$ cat src/rtl/serial_rx_8x.sv
// serial_rx_8x -- 8N1 UART receiver for the serial console.
//
// Consumes the 8x-baud pulse train from the timing block, synchronises the raw
// RX pin, takes a 3-sample majority vote per bit (ticks 3,4,5 of 0..7) and
// frames 8N1 characters. Completed bytes are offered on a valid/ready port.
//
// Build option: define FPGA_ROBOTS_SERIAL_RX_FIFO_EN to buffer completed bytes
// in a 2^FIFO_DEPTH_LOG2-entry FIFO; otherwise a single holding register is used
// and FIFO_DEPTH_LOG2 has no effect.
//
// Ports:
//   clk        system clock
//   rst_n      asynchronous active-low reset
//   baud8      single-cycle pulse, 8 per bit time; all sampling/state advance
//   rxd        raw serial line, idle high, asynchronous to clk
//   rx_data    received byte, meaningful only while rx_valid=1
//   rx_valid   byte available
//   rx_ready   consumer accepts the byte
//   frm_err    one-cycle pulse: stop bit sampled low
//   ovr_err    one-cycle pulse: completed byte dropped (no room)
//   state_dbg  receiver state: 0=IDLE 1=START 2=DATA 3=STOP 4=BRK
//
// Handshake: a byte transfers on every clk edge where rx_valid && rx_ready.
// While rx_valid=1 and not accepted, rx_data holds steady. rx_valid drops the
// cycle after a transfer unless another byte loads in that same cycle.
module serial_rx_8x #(
  parameter int SYNC_STAGES     = 2,
  parameter int FIFO_DEPTH_LOG2 = 2
) (
  input  logic       clk,
  input  logic       rst_n,
  input  logic       baud8,
  input  logic       rxd,
  output logic [7:0] rx_data,
  output logic       rx_valid,
  input  logic       rx_ready,
  output logic       frm_err,
  output logic       ovr_err,
  output logic [2:0] state_dbg
);

  typedef enum logic [2:0] {
    IDLE  = 3'd0,
    START = 3'd1,
    DATA  = 3'd2,
    STOP  = 3'd3,
    BRK   = 3'd4
  } state_t;

  state_t                 state_q, state_d;
  logic [SYNC_STAGES-1:0] sync_q;
  logic                   rxd_s;
  logic [2:0]             sub_q, sub_d;
  logic [2:0]             bit_q, bit_d;
  logic [7:0]             shreg_q, shreg_d;
  logic [1:0]             smp_q, smp_d;   // samples taken at sub=3 and sub=4
  logic                   vote;
  logic                   byte_done;
  logic                   frm_hit;
  logic                   frm_q;
  logic                   ovr_q;

  // Synchroniser resets to idle-high so a reset never looks like a start bit.
  always_ff @(posedge clk or negedge rst_n) begin
    if (!rst_n) sync_q <= '1;
    else        sync_q <= {sync_q[SYNC_STAGES-2:0], rxd};
  end

  assign rxd_s = sync_q[SYNC_STAGES-1];

  // Third sample is the live value at sub=5, so the decision lands on that tick.
  assign vote = (smp_q[0] & smp_q[1]) | (smp_q[0] & rxd_s) | (smp_q[1] & rxd_s);

  always_ff @(posedge clk or negedge rst_n) begin
    if (!rst_n) begin
      state_q <= IDLE;
      sub_q   <= 3'd0;
      bit_q   <= 3'd0;
      shreg_q <= 8'd0;
      smp_q   <= 2'b11;
      frm_q   <= 1'b0;
    end else begin
      state_q <= state_d;
      sub_q   <= sub_d;
      bit_q   <= bit_d;
      shreg_q <= shreg_d;
      smp_q   <= smp_d;
      frm_q   <= frm_hit;
    end
  end

  always_comb begin
    state_d   = state_q;
    sub_d     = sub_q;
    bit_d     = bit_q;
    shreg_d   = shreg_q;
    smp_d     = smp_q;
    byte_done = 1'b0;
    frm_hit   = 1'b0;
    if (baud8) begin
      sub_d = sub_q + 3'd1;
      if (sub_q == 3'd3) smp_d[0] = rxd_s;
      if (sub_q == 3'd4) smp_d[1] = rxd_s;
      case (state_q)
        IDLE: begin
          // The tick that first sees the line low is tick 0 of the start bit.
          sub_d = 3'd0;
          if (!rxd_s) begin
            state_d = START;
            sub_d   = 3'd1;
          end
        end
        START: begin
          if (sub_q == 3'd5 && vote) begin
            state_d = IDLE;
          end else if (sub_q == 3'd7) begin
            state_d = DATA;
            bit_d   = 3'd0;
          end
        end
        DATA: begin
          if (sub_q == 3'd5) shreg_d = {vote, shreg_q[7:1]};
          if (sub_q == 3'd7) begin
            if (bit_q == 3'd7) state_d = STOP;
            else               bit_d   = bit_q + 3'd1;
          end
        end
        STOP: begin
          // Leave at the decision tick so an early next start bit is caught.
          if (sub_q == 3'd5) begin
            if (vote) begin
              state_d   = IDLE;
              byte_done = 1'b1;
            end else begin
              state_d = BRK;
              frm_hit = 1'b1;
            end
          end
        end
        BRK: begin
          if (rxd_s) state_d = IDLE;
        end
        default: state_d = IDLE;
      endcase
    end
  end

`ifdef FPGA_ROBOTS_SERIAL_RX_FIFO_EN
  localparam int DEPTH = 1 << FIFO_DEPTH_LOG2;

  logic [7:0]               mem_q [DEPTH];
  logic [FIFO_DEPTH_LOG2:0] wr_q, rd_q;   // extra MSB distinguishes full from empty
  logic                     empty, full, pop, push;

  assign empty = (wr_q == rd_q);
  assign full  = (wr_q[FIFO_DEPTH_LOG2] != rd_q[FIFO_DEPTH_LOG2]) &&
                 (wr_q[FIFO_DEPTH_LOG2-1:0] == rd_q[FIFO_DEPTH_LOG2-1:0]);
  assign pop   = !empty && rx_ready;
  assign push  = byte_done && (!full || pop);

  always_ff @(posedge clk or negedge rst_n) begin
    if (!rst_n) begin
      for (int i = 0; i < DEPTH; i++) mem_q[i] <= 8'd0;
      wr_q  <= '0;
      rd_q  <= '0;
      ovr_q <= 1'b0;
    end else begin
      if (push) begin
        mem_q[wr_q[FIFO_DEPTH_LOG2-1:0]] <= shreg_q;
        wr_q <= wr_q + {{FIFO_DEPTH_LOG2{1'b0}}, 1'b1};
      end
      if (pop) rd_q <= rd_q + {{FIFO_DEPTH_LOG2{1'b0}}, 1'b1};
      ovr_q <= byte_done && full && !pop;
    end
  end

  assign rx_valid = !empty;
  assign rx_data  = mem_q[rd_q[FIFO_DEPTH_LOG2-1:0]];
`else
  logic [7:0] data_q;
  logic       valid_q;

  // A completion alongside a transfer reloads the register, so no overrun then.
  always_ff @(posedge clk or negedge rst_n) begin
    if (!rst_n) begin
      data_q  <= 8'd0;
      valid_q <= 1'b0;
      ovr_q   <= 1'b0;
    end else begin
      ovr_q <= 1'b0;
      if (byte_done) begin
        if (!valid_q || rx_ready) begin
          data_q  <= shreg_q;
          valid_q <= 1'b1;
        end else begin
          ovr_q <= 1'b1;
        end
      end else if (valid_q && rx_ready) begin
        valid_q <= 1'b0;
      end
    end
  end

  assign rx_valid = valid_q;
  assign rx_data  = data_q;
`endif

  assign frm_err   = frm_q;
  assign ovr_err   = ovr_q;
  assign state_dbg = state_q;

endmodule

$ cat config.mk
export PLATFORM = sky130hd
export DESIGN_NAME = serial_rx_8x
export DESIGN_NICKNAME = d
export VERILOG_FILES = /design/src/rtl/serial_rx_8x.sv
export SDC_FILE = /design/constraint.sdc
export NUM_CORES = 1
export LEC_CHECK = 0
export ABC_AREA = 1
export BUFFER_PORTS_ARGS = -buffer_cell sky130_fd_sc_hd__buf_2
export CELL_PAD_IN_SITES_DETAIL_PLACEMENT = 1
export CELL_PAD_IN_SITES_GLOBAL_PLACEMENT = 1
export CORE_UTILIZATION = 46
export CTS_CLUSTER_SIZE = 25
export DETAILED_ROUTE_END_ITERATION = 8
export HOLD_SLACK_MARGIN = 0.05
export PLACE_DENSITY = 0.83
export SETUP_SLACK_MARGIN = 0.15
export SYNTH_ARGS = -nofsm -noshare
export SYNTH_HDL_FRONTEND = slang
export SYNTH_SLANG_ARGS = --single-unit
export TNS_END_PERCENT = 50
$ cat constraint.sdc
create_clock -name clk -period 2.4 [get_ports clk]
set_input_delay 0.12 -clock clk [delete_from_list [all_inputs] [get_ports clk]]
set_output_delay 0.12 -clock clk [all_outputs]
set_load 0.02 [all_outputs]
==> impl_metrics.ini <==
[outcome]
outcome = complete, no violations

[floorplanning]
dieArea_sq_um = 3519
core_area_sq_um = 3078
start_util_pct = 49.11
placementRows = 20
die_h_um = 59.32
ioPinCount = 19
die_x_um = 59.32

[clock_network]
clock_latency_ns = 0.35
cts_resized = 0
cts_buffers = 5
cts_root_buf = clkbuf_4
h-tree-depth = 2
cts.sinks = 32
post_cts_buffers = 0
path_clk_slew_ns = 0.10
cts_tree = built
cts_buffer_depth = 2
hold_buffers = 3

[logic_synthesis]
yosysWarnings = 0
synth_top_area_cell = dfrtp_1
syn-instance-count = 169
synth.top_cell.area_share_pct = 46.36
synth_nets = 181
synth_area_sq_um = 1511
synthTopCellsByArea = dfrtp_1, nand2_1, dfstp_2
yosysSeqAreaShare_pct = 53.31
synth-seq-cells = 32
yosysUniqueCellTypes = 26
syn_area_per_cell_sq_um = 8.943

[layout]
multi_input_area_sq_um = 588.1
fin_area_sq_um = 1735
seq_area_sq_um = 805.8
utilization_pct = 56.38
final_common_cell = nand2_1
fillers = 382
antennaDiodeCount = 0
final_cell_mix = nand2_1, dfrtp_1, inv_1
drive_above_1_share_pct = 23.71
area_growth_pct = 14.82
fin_cells = 238
layout.nets = 205

[placed_design]
portBuffers = 18
placed_cells = 227
place_area_sq_um = 1629
dp_hpwl_um = 2376
place.gp.congestion = 0.7504
pre_cts_ws_ns = 0.7669

[detailed_routing]
avgViaCountPerCell = 4.962
drtAntennaViolNets = 0
route.vias.total = 1181
drt_iter0_drc = 35
drc = 0
first_pass_iters = 4
drt-wirelength-per-cell_um = 13.79
wl_um = 3283

[power]
pwr-share-clk_pct = 23.0
comb_power_share_pct = 32.6
p_sw_mw = 0.6948
switching_share_pct = 38.91
leakagePower_nw = 0.9419
power.density_nw_per_um2 = 1029
pwr-share-seq_pct = 44.5
peakVddDrop_v = 0.0006649
internal_power_mw = 1.091
power_mw = 1.785

[timing]
setup_ws_ns = 0.7166
fin_skew_ns = 0.01915
period_share_pct = 70.14
finalSetupViolations = 0
rsz0062_at_grt = no
hold_viol_final = 0
min_period_ns = 1.683
max_freq_ghz = 0.5940
worst_slew_pin_slew_ns = 0.7216
tns_ns = 0
relSlewSlack_pct = 51.90
maxSlewViolCount = 0
whs_ns = 0.09701

[global_routing]
grt_pass1_vias = 1251
grt_pass1_wl_um = 5713
grt_antenna_before_repair = 0
grt_max_degree = 33
grt_remaining_overflow = 0
grt_use_total_pct = 23.02

[min_path]
min_from = baud8
holdCritPathClass = primary input to register
worstHoldPathCells = 2

[worst_setup_path]
endpoint = state_dbg[0]
r2r.worst_path.cells = 9
end_kind = register
max_stage_delay_ns = 0.40
startpoint_type = register
worst_path_most_repeated_cell = nand2_1
critPathKind = register to register
cp_slowest_cell = dfrtp_1
cp-startpoint = sub_q[0]
rrSetupSlack_ns = 0.72
crit_fanout = 3
reg2reg_to = state_dbg[0]
worstPathCellList = ha_1 -> ha_1 -> inv_1 -> nand3_1 -> nand2_1 -> nor2_1 -> nand3_1 -> nand2_1 -> nand2_1
cp_data_arrival_time_ns = 1.91
required_ns = 2.62
r2r-start = sub_q[0]

[flow_run]
maxCapViolCount = 0
-- layout make-up --
class | instances | area share (%)
flip-flops and latches | 32 | 46.43
multi-input cells | 109 | 33.89
repair buffers | 21 | 6.921
inverters | 24 | 5.191
well taps | 44 | 3.172
clock buffers | 6 | 2.379
clock inverters | 2 | 2.019
-- power by group through the flow --
stage	logic [mW]	registers, mW	clock network (mW)
after floorplan	0.383	0.814	0
after global placement	0.533	0.790	0
after detailed placement	0.576	0.802	0
after CTS	0.592	0.794	0.426
after global routing	0.672	0.812	0.445
final	0.581	0.794	0.410
-- state kept, by name (all words and copies together), names as in the netlist --
signal	flops
sub_q	3
rx_data	8
ovr_err	1
bit_q	3
sync_q	2
shreg_q	8
smp_q	2
frm_err	1
state_dbg	3
rx_valid	1
-- how the worst min path moves through the flow --
stage | slack (ns) | end
finish | 0.1 | smp_q[0]
global route | 0.12 | smp_q[0]
CTS | 0.08 | smp_q[0]
detailed placement | 0.21 | sub_q[2]
global placement | 0.20 | sub_q[2]
floorplan | -0.18 | bit_q[0]
-- Yosys cell counts --
library cell and n:
o22ai_1 1, nor2_1 9, inv_2 1, o21ai_2 6
a31oi_1 1, nand3_2 1, nand2_1 49, dfrtp_1 28
dfstp_2 4, clkbuf_1 1, o211ai_1 1, mux2_2 1
nand3_1 7, nor2_4 2, nor3_1 1, o21ai_0 12
buf_4 1, buf_2 1, buf_6 1, nand4_1 2
nand2_2 4, nor2_2 2, a21oi_1 2, or2_0 1
inv_1 23, ha_1 7
-- cell families (layout without fill, tap and decap cells) --
family	count (synthesis)	after routing	synth area share, %
DFF	32	32	53.31
buffers and inverters	28	53	7.781
adders and majority gates	7	7	5.794
AOI/OAI and AO/OA	23	23	9.438
muxes	1	1	0.7450
and+or+nand+nor	78	78	22.93
-- layer usage --
layer	up-vias	wire [um]	global-route usage, %
met4	0	88	14.29
li1	581	-	-
met3	10	86	4.803
met5	-	0	0
met2	21	1584	36.60
met1	569	1524	28.53
-- critical path, delay by kind of cell, from the launching register on --
kind	cells	cell delay [ns]
adder cells (fa/ha/maj)	2	0.40
buffers and inverters	1	0.07
AND/OR/NAND/NOR	6	0.70
flip-flops	1	0.40
(Power assumes the default switching activity.)
